### config.mk
export PLATFORM = sky130hd
export DESIGN_NAME = udp_rx_deframer
export DESIGN_NICKNAME = d
export VERILOG_FILES = /design/src/rtl/udp_app_pkg.sv /design/src/rtl/udp_sat_counter.sv /design/src/rtl/udp_rx_deframer.sv
export SDC_FILE = /design/constraint.sdc
export NUM_CORES = 1
export LEC_CHECK = 0
export CAP_MARGIN = 20
export CORE_MARGIN = 8
export CORE_UTILIZATION = 50
export CTS_CLUSTER_SIZE = 14
export DETAILED_ROUTE_END_ITERATION = 7
export PLACE_DENSITY = 0.78
export SLEW_MARGIN = 20
export SYNTH_ARGS = -nofsm -noshare
export SYNTH_HDL_FRONTEND = slang
export SYNTH_HIERARCHICAL = 1
export SYNTH_SLANG_ARGS = --single-unit
export TNS_END_PERCENT = 30
### constraint.sdc
create_clock -name sys_clk -period 5.4 [get_ports sys_clk]
set_input_delay 1.35 -clock sys_clk [delete_from_list [all_inputs] [get_ports sys_clk]]
set_output_delay 1.35 -clock sys_clk [all_outputs]
set_load 0.02 [all_outputs]
### src/rtl/udp_app_pkg.sv
`default_nettype none
// ============================================================================
// Module      : udp_app_pkg
// Description : Shared definitions for the UDP application-layer receive
//               deframer. Contains the header magic value, the bit offsets of
//               the header fields in word 0, the header size, the deframer
//               state encoding and the keep-mask helper.
// Revision    : 1.0 - initial release
// ============================================================================
package udp_app_pkg;

    // Default magic value expected in header bits [15:0]
    localparam logic [15:0] HDR_MAGIC      = 16'hA55A;

    // Header occupies exactly one 64-bit word
    localparam int          HDR_BYTES      = 8;

    // Bit offsets of the header fields inside word 0
    localparam int          HDR_MAGIC_LSB  = 0;
    localparam int          HDR_SEQ_LSB    = 16;
    localparam int          HDR_LEN_LSB    = 32;
    localparam int          HDR_TYPE_LSB   = 48;
    localparam int          HDR_FLAGS_LSB  = 56;

    // Deframer state encoding
    localparam logic [1:0]  S_HDR          = 2'd0;
    localparam logic [1:0]  S_PAYLOAD      = 2'd1;
    localparam logic [1:0]  S_DROP         = 2'd2;

    // LSB-contiguous byte-keep mask for a word given the payload bytes still
    // owed by the frame. Eight or more remaining bytes give a full word.
    function automatic logic [7:0] keep_from_remaining(input logic [15:0] rem);
        logic [7:0] keep;
        if (rem >= 16'(HDR_BYTES)) begin
            keep = 8'hFF;
        end else begin
            keep = (8'd1 << rem[2:0]) - 8'd1;
        end
        return keep;
    endfunction

endpackage : udp_app_pkg
`default_nettype wire

### src/rtl/udp_sat_counter.sv
`default_nettype none
// ============================================================================
// Module      : udp_sat_counter
// Description : Saturating event counter with synchronous clear.
//               clr has priority over inc; the count sticks at all-ones.
// Ports       : clk      - clock
//               rst_n    - asynchronous active-low reset
//               i_clr    - synchronous clear
//               i_inc    - increment request
//               o_count  - current count
// Revision    : 1.0 - initial release
// ============================================================================
module udp_sat_counter #(
    parameter int WIDTH = 32
) (
    input  logic             clk,
    input  logic             rst_n,
    input  logic             i_clr,
    input  logic             i_inc,
    output logic [WIDTH-1:0] o_count
);

    logic [WIDTH-1:0] r_count;

    always_ff @(posedge clk or negedge rst_n) begin
        if (!rst_n) begin
            r_count <= '0;
        end else if (i_clr) begin
            r_count <= '0;
        end else if (i_inc && (r_count != {WIDTH{1'b1}})) begin
            r_count <= r_count + 1'b1;
        end
    end

    assign o_count = r_count;

endmodule : udp_sat_counter
`default_nettype wire

### src/rtl/udp_rx_deframer.sv
`default_nettype none
// ============================================================================
// Module      : udp_rx_deframer
// Description : Application-layer deframer on the UDP receive path. Word 0 of
//               each datagram carries an 8-byte header (magic, sequence,
//               length, type, flags). The header is validated and stripped;
//               payload words are forwarded through a single output register
//               with a byte-keep mask, a frame-error flag on the last beat and
//               per-frame header sideband. Four saturating status counters
//               are exposed to firmware.
// Ports       : sys_clk, sys_rst_n          - clock, async active-low reset
//               s_data/s_valid/s_last/s_ready - input payload words
//               m_data/m_keep/m_valid/m_last/m_err/m_ready - output beats
//               m_type/m_seq/m_len/m_seq_gap  - per-frame header sideband
//               clr_cnt                       - synchronous counter clear
//               cnt_frame_ok/cnt_frame_err/cnt_bad_hdr/cnt_seq_gap - counters
// Revision    : 1.0 - initial release
// ============================================================================
module udp_rx_deframer
    import udp_app_pkg::*;
#(
    parameter int          DATA_W  = 64,
    parameter logic [15:0] MAGIC   = HDR_MAGIC,
    parameter int          MAX_LEN = 8184,
    parameter int          CNT_W   = 32
) (
    input  logic                sys_clk,
    input  logic                sys_rst_n,

    input  logic [DATA_W-1:0]   s_data,
    input  logic                s_valid,
    input  logic                s_last,
    output logic                s_ready,

    output logic [DATA_W-1:0]   m_data,
    output logic [DATA_W/8-1:0] m_keep,
    output logic                m_valid,
    output logic                m_last,
    output logic                m_err,
    input  logic                m_ready,

    output logic [7:0]          m_type,
    output logic [15:0]         m_seq,
    output logic [15:0]         m_len,
    output logic                m_seq_gap,

    input  logic                clr_cnt,
    output logic [CNT_W-1:0]    cnt_frame_ok,
    output logic [CNT_W-1:0]    cnt_frame_err,
    output logic [CNT_W-1:0]    cnt_bad_hdr,
    output logic [CNT_W-1:0]    cnt_seq_gap
);

    localparam logic [15:0] c_max_len = 16'(MAX_LEN);

    // ------------------------------------------------------------------
    // State
    // ------------------------------------------------------------------
    logic [1:0]          r_state;
    logic [15:0]         r_remaining;
    logic                r_seq_valid;
    logic [15:0]         r_exp_seq;

    // Header of the frame currently being parsed; copied to the sideband
    // outputs only when a payload beat is loaded, so a pending last beat of
    // the previous frame keeps its own sideband while the next header arrives.
    logic [7:0]          r_hdr_type;
    logic [15:0]         r_hdr_seq;
    logic [15:0]         r_hdr_len;
    logic                r_hdr_gap;

    // Output register
    logic [DATA_W-1:0]   r_m_data;
    logic [DATA_W/8-1:0] r_m_keep;
    logic                r_m_valid;
    logic                r_m_last;
    logic                r_m_err;
    logic [7:0]          r_m_type;
    logic [15:0]         r_m_seq;
    logic [15:0]         r_m_len;
    logic                r_m_seq_gap;

    // ------------------------------------------------------------------
    // Combinational decode
    // ------------------------------------------------------------------
    logic [15:0] w_magic;
    logic [15:0] w_seq;
    logic [15:0] w_len;
    logic [7:0]  w_type;
    logic        w_accept;
    logic        w_hdr_bad;
    logic        w_gap;
    logic        w_load;
    logic [15:0] w_rem_next;
    logic        w_rem_zero;

    logic [1:0]  w_state_nxt;
    logic        w_last_nxt;
    logic        w_err_nxt;
    logic        w_inc_ok;
    logic        w_inc_err;
    logic        w_inc_bad;
    logic        w_inc_gap;

    assign w_magic    = s_data[HDR_MAGIC_LSB +: 16];
    assign w_seq      = s_data[HDR_SEQ_LSB   +: 16];
    assign w_len      = s_data[HDR_LEN_LSB   +: 16];
    assign w_type     = s_data[HDR_TYPE_LSB  +: 8];

    // Only the payload state is throttled by the output register
    assign s_ready    = (r_state == S_PAYLOAD) ? (!r_m_valid || m_ready) : 1'b1;
    assign w_accept   = s_valid && s_ready;
    assign w_load     = w_accept && (r_state == S_PAYLOAD);

    assign w_hdr_bad  = (w_magic != MAGIC) || (w_len > c_max_len);
    assign w_gap      = r_seq_valid && (w_seq != r_exp_seq);

    assign w_rem_next = (r_remaining >= 16'(HDR_BYTES)) ? (r_remaining - 16'(HDR_BYTES)) : 16'd0;
    assign w_rem_zero = (w_rem_next == 16'd0);

    always_comb begin
        w_state_nxt = r_state;
        w_last_nxt  = 1'b0;
        w_err_nxt   = 1'b0;
        w_inc_ok    = 1'b0;
        w_inc_err   = 1'b0;
        w_inc_bad   = 1'b0;
        w_inc_gap   = 1'b0;

        if (w_accept) begin
            case (r_state)
                S_HDR: begin
                    if (w_hdr_bad) begin
                        w_inc_bad   = 1'b1;
                        w_state_nxt = s_last ? S_HDR : S_DROP;
                    end else begin
                        w_inc_gap = w_gap;
                        if (w_len == 16'd0) begin
                            // Empty frame is only correct as a header-only datagram
                            if (s_last) begin
                                w_inc_ok = 1'b1;
                            end else begin
                                w_inc_err   = 1'b1;
                                w_state_nxt = S_DROP;
                            end
                        end else if (s_last) begin
                            w_inc_err = 1'b1;
                        end else begin
                            w_state_nxt = S_PAYLOAD;
                        end
                    end
                end

                S_PAYLOAD: begin
                    if (s_last) begin
                        // Exact end or short frame
                        w_last_nxt  = 1'b1;
                        w_err_nxt   = !w_rem_zero;
                        w_inc_ok    = w_rem_zero;
                        w_inc_err   = !w_rem_zero;
                        w_state_nxt = S_HDR;
                    end else if (w_rem_zero) begin
                        // Long frame: close it now, discard the excess words
                        w_last_nxt  = 1'b1;
                        w_err_nxt   = 1'b1;
                        w_inc_err   = 1'b1;
                        w_state_nxt = S_DROP;
                    end
                end

                S_DROP: begin
                    if (s_last) begin
                        w_state_nxt = S_HDR;
                    end
                end

                default: begin
                    w_state_nxt = S_HDR;
                end
            endcase
        end
    end

    // ------------------------------------------------------------------
    // Sequential
    // ------------------------------------------------------------------
    always_ff @(posedge sys_clk or negedge sys_rst_n) begin
        if (!sys_rst_n) begin
            r_state     <= S_HDR;
            r_remaining <= 16'd0;
            r_seq_valid <= 1'b0;
            r_exp_seq   <= 16'd0;
            r_hdr_type  <= 8'd0;
            r_hdr_seq   <= 16'd0;
            r_hdr_len   <= 16'd0;
            r_hdr_gap   <= 1'b0;
            r_m_data    <= '0;
            r_m_keep    <= '0;
            r_m_valid   <= 1'b0;
            r_m_last    <= 1'b0;
            r_m_err     <= 1'b0;
            r_m_type    <= 8'd0;
            r_m_seq     <= 16'd0;
            r_m_len     <= 16'd0;
            r_m_seq_gap <= 1'b0;
        end else begin
            r_state <= w_state_nxt;

            if (w_accept && (r_state == S_HDR) && !w_hdr_bad) begin
                r_hdr_type  <= w_type;
                r_hdr_seq   <= w_seq;
                r_hdr_len   <= w_len;
                r_hdr_gap   <= w_gap;
                r_remaining <= w_len;
                r_exp_seq   <= w_seq + 16'd1;
                r_seq_valid <= 1'b1;
            end else if (w_load) begin
                r_remaining <= w_rem_next;
            end

            if (w_load) begin
                r_m_valid   <= 1'b1;
                r_m_data    <= s_data;
                r_m_keep    <= keep_from_remaining(r_remaining);
                r_m_last    <= w_last_nxt;
                r_m_err     <= w_err_nxt;
                r_m_type    <= r_hdr_type;
                r_m_seq     <= r_hdr_seq;
                r_m_len     <= r_hdr_len;
                r_m_seq_gap <= r_hdr_gap;
            end else if (m_ready) begin
                r_m_valid   <= 1'b0;
            end
        end
    end

    assign m_data    = r_m_data;
    assign m_keep    = r_m_keep;
    assign m_valid   = r_m_valid;
    assign m_last    = r_m_last;
    assign m_err     = r_m_err;
    assign m_type    = r_m_type;
    assign m_seq     = r_m_seq;
    assign m_len     = r_m_len;
    assign m_seq_gap = r_m_seq_gap;

    // ------------------------------------------------------------------
    // Status counters
    // ------------------------------------------------------------------
    udp_sat_counter #(.WIDTH(CNT_W)) u_cnt_frame_ok (
        .clk     (sys_clk),
        .rst_n   (sys_rst_n),
        .i_clr   (clr_cnt),
        .i_inc   (w_inc_ok),
        .o_count (cnt_frame_ok)
    );

    udp_sat_counter #(.WIDTH(CNT_W)) u_cnt_frame_err (
        .clk     (sys_clk),
        .rst_n   (sys_rst_n),
        .i_clr   (clr_cnt),
        .i_inc   (w_inc_err),
        .o_count (cnt_frame_err)
    );

    udp_sat_counter #(.WIDTH(CNT_W)) u_cnt_bad_hdr (
        .clk     (sys_clk),
        .rst_n   (sys_rst_n),
        .i_clr   (clr_cnt),
        .i_inc   (w_inc_bad),
        .o_count (cnt_bad_hdr)
    );

    udp_sat_counter #(.WIDTH(CNT_W)) u_cnt_seq_gap (
        .clk     (sys_clk),
        .rst_n   (sys_rst_n),
        .i_clr   (clr_cnt),
        .i_inc   (w_inc_gap),
        .o_count (cnt_seq_gap)
    );

endmodule : udp_rx_deframer
`default_nettype wire

==> flow_summary.yaml, run 1 <==
run_status:
  status: "finished clean"
power_and_ir_drop:
  ir_drop_v: 0.0002138
  static-leakage-power_uw: 0.009260
  power_density_nw_per_um2: 254.5
  total_power_uw: 5205
sta:
  max_freq_mhz: 213.4
  period_share: 0.8679
  whs_ns: 0.4652
  worst_pin_slew_ns: 1.006
  period_minus_slack_ns: 4.687
  setup_viol: 0
  slew_headroom: 0.3296
  grt_setup_unrepaired: "false"
  drv_slew: 0
  fin_setup_tns_ns: 0
  final-hold-violation-count: 0
  finalClockSkew_ns: 0.007716
yosys:
  synthArstFlopShare: 1.000
  synthCells: 1712
  yosysSeqAreaShare: 0.5098
  synth_top_area_share: 0.5098
  synth-xor-area-share: 0.04628
  syn_avg_cell_area_sq_um: 9.176
  synth_top_area_cell: "dfrtp_1"
  synth_compound_area_frac: 0.08371
  synth_edf_count: 0
  syn_nets: 1791
  synth-main-ff-cell: "dfrtp_1"
  ys.warnings.count: 6
  synth_fa_ha_area_frac: 0.007168
  synth_area_sq_um: 15710
  synth_top_family_by_area: "simple AND/OR/NAND/NOR gates"
  netlist_top_cells_area: "dfrtp_1 (51%), nand2_1 (11%), nor2_1 (3.5%)"
  synthMuxAreaShare: 0.02421
  ys_types: 62
  synth-seq-cells: 320
  synth_simple_gate_area_frac: 0.2971
worst_setup_path:
  endpoint: "u_cnt_frame_ok/o_count[31]"
  r2r_slack_ns: 1.09
  cp-start-kind: "input pin"
  required_ns: 5.80
  r2r_cells: 13
  worstSetupEndpointType: "register"
  crit_type: "input pin to register"
  crit_fanout: 19
  r2r_end: "u_cnt_frame_err/o_count[31]"
  crit_start: "s_data[44]"
  reg2reg_from: "r_remaining[6]"
  critPathArrivalTime_ns: 5.08
route:
  route.vias.total: 13475
  ant_nets: 0
  first_pass_iters: 5
  first_iter_violations: 910
  wl_mm: 44.60
  post_drt_via_cell_ratio: 5.541
  drc: 0
  wire_per_inst_microns: 18.34
grt:
  grt_pass1_wl_mm: 71.74
  gr-max-usage-layer: "met2"
  grt_use_met1: 0.2978
  grt_use_met3: 0.06751
  grtUsageTotal: 0.2302
  grt_max_degree: 133
  grt.overflow.total: 0
  antenna_found_initial: 3
  grt_util_met2: 0.3624
  grt_pass1_vias: 13162
placement:
  dp_hpwl_mm: 30.91
  gp_congestion: 0.8864
  placed_cells: 2365
  io_buffers: 314
floorplan:
  die-area_sq_um: 37350
  die_h_microns: 193.3
  die_w_microns: 193.3
  core-area_sq_um: 31230
  io_pins: 315
  placementRows: 65
  start_util: 0.5030
clock_tree:
  clock_path_buffers: 3
  ctsHtreeMaxLevel: 2
  clk_latency_ns: 0.51
  post_cts.repair.setup_buffers: 0
  clkTransAtPathRegs_ns: 0.06
  post_cts_resized: 0
  root_buffer: "clkbuf_16"
  clock_sinks: 320
  cts_inserted_buffers: 36
  cts-hold-fix-buffers: 0
  cts_tree: "done"
job:
  cap_violations: 0
layout:
  final_cell_mix: "nand2_1 (477), dfrtp_1 (320), clkdlybuf4s50_1 (312)"
  drive_gt1_frac: 0.07734
  areaGrowthSynthToFinish_pct: 30.21
  fin_cells: 2432
  num-nets-final: 2081
  diodes: 0
  final_common_cell: "nand2_1"
  fin_util: 0.6550
hold_path:
  holdCritPathClass: "register to register"
==> worst max-delay path, stage by stage <==
cell	delay, ns
clkdlybuf4s50_1	0.53
or4_1	0.59
nor4_2	0.49
ha_1	0.25
a22o_1	0.29
and3_1	0.29
nand4_1	0.14
a21o_1	0.36
nor4_1	0.43
mux2_2	0.38
==> state kept, by name (all words and copies together), names as in the netlist <==
signal,count
m_type,8
r_hdr_type,8
r_exp_seq,16
r_hdr_seq,16
u_cnt_seq_gap/o_count,32
m_valid,1
m_err,1
m_seq_gap,1
r_hdr_len,16
m_len,16
m_data,64
r_hdr_gap,1
m_seq,16
r_seq_valid,1
r_remaining,16
r_state,2
u_cnt_bad_hdr/o_count,32
m_last,1
u_cnt_frame_ok/o_count,32
m_keep,8
u_cnt_frame_err/o_count,32
==> kinds of logic (layout without fill, tap and decap cells) <==
group / Yosys count / after routing
buffers and inverters: 114 / 432
adders and majority gates: 9 / 9
and+or+nand+nor: 956 / 956
xor gates and xnor gates: 83 / 83
muxes: 33 / 33
DFF: 320 / 320
AOI/OAI and AO/OA: 197 / 197
==> how the worst min path moves through the flow <==
stage | from | cells after the start | slack (ns) | to
5_1_grt | r_hdr_seq[11] | 2 | 0.48 | m_seq[11]
3_5_place_dp | r_hdr_len[8] | 2 | 0.45 | m_len[8]
6_report | r_hdr_seq[7] | 2 | 0.47 | r_hdr_seq[7]
3_3_place_gp | r_seq_valid | 1 | 0.44 | r_seq_valid
2_1_floorplan | r_seq_valid | 1 | 0.43 | r_seq_valid
4_1_cts | r_seq_valid | 1 | 0.46 | r_seq_valid
==> routing by layer <==
layer  share of wire  routed length (microns)
met2            0.46                    20460
met4           0.037                     1671
met3           0.074                     3280
met1            0.43                    19150
met5         0.00083                       37
==> final cells by class <==
type,instances,area [sq um]
multi-input cells,1278,7221
clock buffers,49,1041
fillers,2493,10780
repair buffers,328,3312
flip-flops and latches,320,8008
well taps,402,503.0
clock inverters,17,227.7
inverters,38,142.6
==> Yosys cell counts, drive strengths merged, types with 2 or more instances <==
master	count
a211oi	20
a21o	16
a21oi	66
a221o	6
a31o	8
a31oi	12
a41oi	4
and2	15
and3	35
and4	5
and4bb	8
buf	31
clkbuf	45
dfrtp	320
ha	9
inv	38
mux2	25
mux2i	8
nand2	477
nand2b	12
nand3	75
nand3b	5
nand4	37
nand4b	4
nor2	147
nor2b	27
nor3	28
nor4	38
o211a	4
o211ai	2
o21ai	36
o22ai	2
o2bb2ai	3
o31ai	12
or3	25
or4	15
xnor2	46
xor2	37
==> where the power goes <==
part           switching, uW  leakage, uW  internal, uW  total, uW
registers               5.34      0.00444          2400       2410
clock network            992     0.000616          1600       2590
logic                    128      0.00420          79.3        208
==> metrics by stage <==
stage | instance area, sq um | worst slack [ns]
after floorplan | 15710 | 1.444
after global placement | 19150 | 0.4056
after detailed placement | 19150 | 0.2832
after CTS | 20420 | 0.7561
after global routing | 20450 | 0.5456
final | 20450 | 0.7132
Note: power is estimated with default switching activity, not from simulation.
==> run 2: changes to the inputs <==
==> constraint.sdc (replaced) <==
create_clock -name sys_clk -period 5.77 [get_ports sys_clk]
set_input_delay 1.4425 -clock sys_clk [delete_from_list [all_inputs] [get_ports sys_clk]]
set_output_delay 1.4425 -clock sys_clk [all_outputs]
set_load 0.02 [all_outputs]
==> flow_summary.yaml, run 2 (synthesized netlist as in run 1, its figures left out) <==
grt:
  grtUsageTotal: 0.2313
  grt.overflow.total: 0
  grt_pass1_wl_mm: 72.39
  grt_pass1_vias: 13459
  grt_max_degree: 122
  antenna_found_initial: 2
worst_setup_path:
  crit_path_cell_trace: "clkdlybuf4s50_1, or4_1, nor4_2, ha_1, a22o_1, and3_1, nand4_1, a21o_1, nor4_1, mux2_2"
  reg2reg_from: "r_remaining[6]"
  cpMaxStageDelayCell: "or4_1"
  crit_start: "s_data[44]"
  path_buf_inv: 1
  cp-start-kind: "input pin"
  required_ns: 6.17
  crit_type: "input pin to register"
  cpLargestDelayFamily: "simple AND/OR/NAND/NOR gates"
  crit_fanout: 19
  critPathMaxStageDelay_ns: 0.58
  critPathArrivalTime_ns: 5.04
  worstSetupEndpointType: "register"
clock_tree:
  clock_path_buffers: 3
  cts-hold-fix-buffers: 0
  ctsHtreeMaxLevel: 2
  clk_latency_ns: 0.51
  post_cts_resized: 0
  cts_tree: "done"
  root_buffer: "clkbuf_16"
  clkTransAtPathRegs_ns: 0.06
  clock_sinks: 320
  cts_inserted_buffers: 37
  post_cts.repair.setup_buffers: 0
run_status:
  status: "finished clean"
power_and_ir_drop:
  total_power_uw: 4804
  ir_drop_v: 0.0001897
  power_density_nw_per_um2: 235.9
  static-leakage-power_uw: 0.009224
job:
  cap_violations: 0
sta:
  drv_slew: 0
  final-hold-violation-count: 0
  finalClockSkew_ns: 0.01006
  max_freq_mhz: 215.2
  fin_setup_tns_ns: 0
  period_minus_slack_ns: 4.647
  slew_headroom: 0.3207
  period_share: 0.8054
  grt_setup_unrepaired: "false"
  worst_pin_slew_ns: 1.019
  setup_viol: 0
floorplan:
  core-area_sq_um: 31230
  placementRows: 65
  die_w_microns: 193.3
  io_pins: 315
  die_h_microns: 193.3
  start_util: 0.5030
  die-area_sq_um: 37350
placement:
  io_buffers: 314
  gp_congestion: 0.8745
  placed_cells: 2360
  dp_hpwl_mm: 30.59
layout:
  num-nets-final: 2076
  drive_gt1_frac: 0.07411
  largest_register_ffs: 64
  areaGrowthSynthToFinish_pct: 29.64
  final_cell_mix: "nand2_1 (477), dfrtp_1 (320), clkdlybuf4s50_1 (312)"
  fin_cells: 2428
  final_common_cell: "nand2_1"
route:
  route.vias.total: 13516
  ant_nets: 0
  wl_met3_mm: 3.150
  met1Wirelength_mm: 19.12
  route.met2.wl_mm: 20.38
  drc: 0
  first_pass_iters: 5
  routed.top_layer: "met4"
  first_iter_violations: 945
  wl_mm: 44.28
  post_drt_via_cell_ratio: 5.567
  wire_per_inst_microns: 18.24
hold_path:
  min_from: "r_seq_valid"
  holdCritPathClass: "register to register"
[run 2: cell types whose count changed in the layout (fill, tap and decap cells not counted), sizes merged]
cell,previous run,this run
buf,16,10
clkbuf,49,54
bufinv,5,2
clkinvlp,4,1
diode,0,2
clkinv,6,7
[run 2: power by group]
part | internal, uW | switching [uW]
Sequential | 2250 | 5.06
Clock | 1440 | 921
Combinational | 70.8 | 117
Total | 3760 | 1040
[run 2: routing by layer]
layer  global-route usage  vias to the layer above
met5                    0                        -
met4              0.09036                        0
met3              0.06300                       91
met2               0.3659                      412
met1               0.2996                     6611
li1                     -                     6402
[run 2: final cells by class]
type,count,area (sq um)
Inverter,38,142.6
Clock buffer,54,1122
Sequential cell,320,8008
Timing Repair Buffer,322,3243
Tap cell,402,503.0
Multi-Input combinational cell,1278,7221
Antenna cell,2,5.005
Fill cell,2530,10870
Clock inverter,12,120.1
[run 2: stage by stage]
step | instance area, sq um | util | hold slack [ns] | setup WS (ns)
finish | 20360 | 0.6521 | 0.4630 | 1.123
global route | 20360 | 0.6521 | 0.4724 | 0.9497
CTS | 20360 | 0.6519 | 0.4611 | 1.178
detailed placement | 19120 | 0.6121 | 0.4441 | 0.6586
global placement | 19120 | 0.6121 | 0.4406 | 0.7229
floorplan | 15710 | - | 0.4253 | 1.722
[run 2: path summary, 6_finish.rpt]
| kind | endpoint | cells after the start | slack (ns) |
|---|---|---|---|
| min in group asynchronous | m_data[14] | 1 | 1.00 |
| hold / removal | r_seq_valid | 1 | 0.46 |
| max in group asynchronous | u_cnt_frame_ok/o_count[27] | 2 | 3.61 |
| setup / recovery | u_cnt_frame_ok/o_count[31] | 10 | 1.12 |
| setup reg to reg | u_cnt_frame_err/o_count[27] | 13 | 1.35 |
| hold reg to reg | r_seq_valid | 1 | 0.46 |
==> run 3: changes to the inputs <==
==> constraint.sdc (replaced) <==
create_clock -name sys_clk -period 4.73 [get_ports sys_clk]
set_input_delay 1.1825 -clock sys_clk [delete_from_list [all_inputs] [get_ports sys_clk]]
set_output_delay 1.1825 -clock sys_clk [all_outputs]
set_load 0.02 [all_outputs]
==> flow_summary.yaml, run 3 (synthesized netlist as in run 1, its figures left out) <==
run_status:
  status: "finished clean"
clock_tree:
  ctsHtreeMaxLevel: 2
  clock_path_buffers: 3
  post_cts_resized: 0
  clock_sinks: 320
  root_buffer: "clkbuf_16"
  cts_inserted_buffers: 36
  clk_latency_ns: 0.51
  cts_tree: "done"
  post_cts.repair.setup_buffers: 0
  cts-hold-fix-buffers: 0
  clkTransAtPathRegs_ns: 0.06
worst_setup_path:
  crit_type: "input pin to register"
  reg2reg_from: "r_remaining[4]"
  r2r_slack_ns: 0.64
  required_ns: 5.13
  critPathMaxStageDelay_ns: 0.52
  r2r_end: "u_cnt_frame_err/o_count[29]"
  worstSetupEndpointType: "register"
  path_buf_inv: 2
  r2r_cells: 13
  cpLargestDelayFamily: "simple AND/OR/NAND/NOR gates"
  crit_fanout: 12
  critPathArrivalTime_ns: 4.59
  cpMaxStageDelayCell: "nor3_1"
  cpMostUsedCell: "nand2_1"
  cp-start-kind: "input pin"
  crit_path_cell_trace: "clkdlybuf4s50_1, nor3_1, buf_4, nand3_1, nor4_2, ha_1, nand2_1, nand2_1, and3_1, nand4_1, a21o_1, nor4_1, mux2_2"
sta:
  final-hold-violation-count: 0
  grt_setup_unrepaired: "false"
  worst_pin_slew_ns: 0.9818
  fin_setup_tns_ns: 0
  whs_ns: 0.4656
  drv_slew: 0
  period_share: 0.8855
  max_freq_mhz: 238.7
  finalClockSkew_ns: 0.02015
  setup_viol: 0
  slew_headroom: 0.3455
  period_minus_slack_ns: 4.189
layout:
  drive_gt1_frac: 0.08909
  areaGrowthSynthToFinish_pct: 30.71
  fin_area_sq_um: 20530
  fin_util: 0.6575
  diodes: 0
  final_cell_mix: "nand2_1 (477), dfrtp_1 (320), clkdlybuf4s50_1 (312)"
  largest_register_ffs: 64
  final_common_cell: "nand2_1"
  num-nets-final: 2105
  fin_cells: 2456
route:
  drc: 0
  wl_mm: 44.67
  post_drt_via_cell_ratio: 5.574
  route.vias.total: 13690
  ant_nets: 0
  first_pass_iters: 6
  wire_per_inst_microns: 18.19
  first_iter_violations: 993
power_and_ir_drop:
  power_density_nw_per_um2: 279.5
  static-leakage-power_uw: 0.009348
  ir_drop_v: 0.0002190
floorplan:
  start_util: 0.5030
  placementRows: 65
  core-area_sq_um: 31230
  die_h_microns: 193.3
  die_w_microns: 193.3
  die-area_sq_um: 37350
  io_pins: 315
job:
  cap_violations: 0
hold_path:
  holdCritPathClass: "register to register"
  min_path_cells: 2
  min_to: "m_len[13]"
  min_from: "r_hdr_len[13]"
placement:
  placed_cells: 2390
  gp_congestion: 0.8969
  placed_cell_area_sq_um: 19340
  io_buffers: 314
  dp_hpwl_mm: 31.98
grt:
  grt_pass1_vias: 13524
  grtUsageTotal: 0.2326
  grt_max_degree: 105
  grt_pass1_wl_mm: 72.73
  antenna_found_initial: 1
  grt.overflow.total: 0
-- run 3: cell types whose count changed in the layout (fill, tap and decap cells not counted), sizes merged --
cell | previous run | this run
diode | 2 | 0
clkinv | 7 | 12
bufinv | 2 | 1
clkbuf | 54 | 49
buf | 10 | 40
clkinvlp | 1 | 2
-- run 3: worst max path at each step --
stage	endpoint	start	cells after the start
after floorplan	u_cnt_frame_err/o_count[31]	s_data[11]	12
final	u_cnt_frame_err/o_count[29]	s_data[32]	13
after CTS	u_cnt_frame_ok/o_count[19]	s_data[32]	13
after global placement	u_cnt_frame_ok/o_count[23]	s_data[32]	13
after global routing	u_cnt_frame_err/o_count[27]	s_data[32]	13
after detailed placement	u_cnt_frame_ok/o_count[19]	s_data[32]	13
-- run 3: layer usage --
layer / GRT usage / wire length, microns / up-vias
met2: 0.3708 / 20680 / 479
met5: 0 / 15 / -
met1: 0.2991 / 18810 / 6648
li1: - / - / 6474
met4: 0.08409 / 1610 / 2
met3: 0.06682 / 3556 / 87
-- run 3: report_power, final --
group          internal (uW)  total [uW]  switching [uW]  leakage (uW)
clock                   1640        2750            1110      0.000595
combinational           94.0         241             147       0.00431
sequential              2740        2750            5.97       0.00444
total                   4470        5740            1270       0.00935
-- run 3: area by class of cell --
class	count	area [sq um]
tap	402	503.0
clock buffer	49	1061
sequential	320	8008
fill	2475	10700
timing repair buffer	352	3468
multi-input combinational	1278	7221
inverter	38	142.6
clock inverter	17	130.1
-- run 3: per-stage QoR --
step | total power [uW] | setup slack [ns]
final | 5739 | 0.5414
after global routing | 5941 | 0.3527
after CTS | 5814 | 0.5927
after detailed placement | 3042 | 0.06316
after global placement | 3037 | 0.1212
after floorplan | 2870 | 0.9420
-- run 3: worst min-delay path, stage by stage (launching register included) --
cell and delay (ns):
dfrtp_1 0.34, nand2_1 0.05, nand2_1 0.05
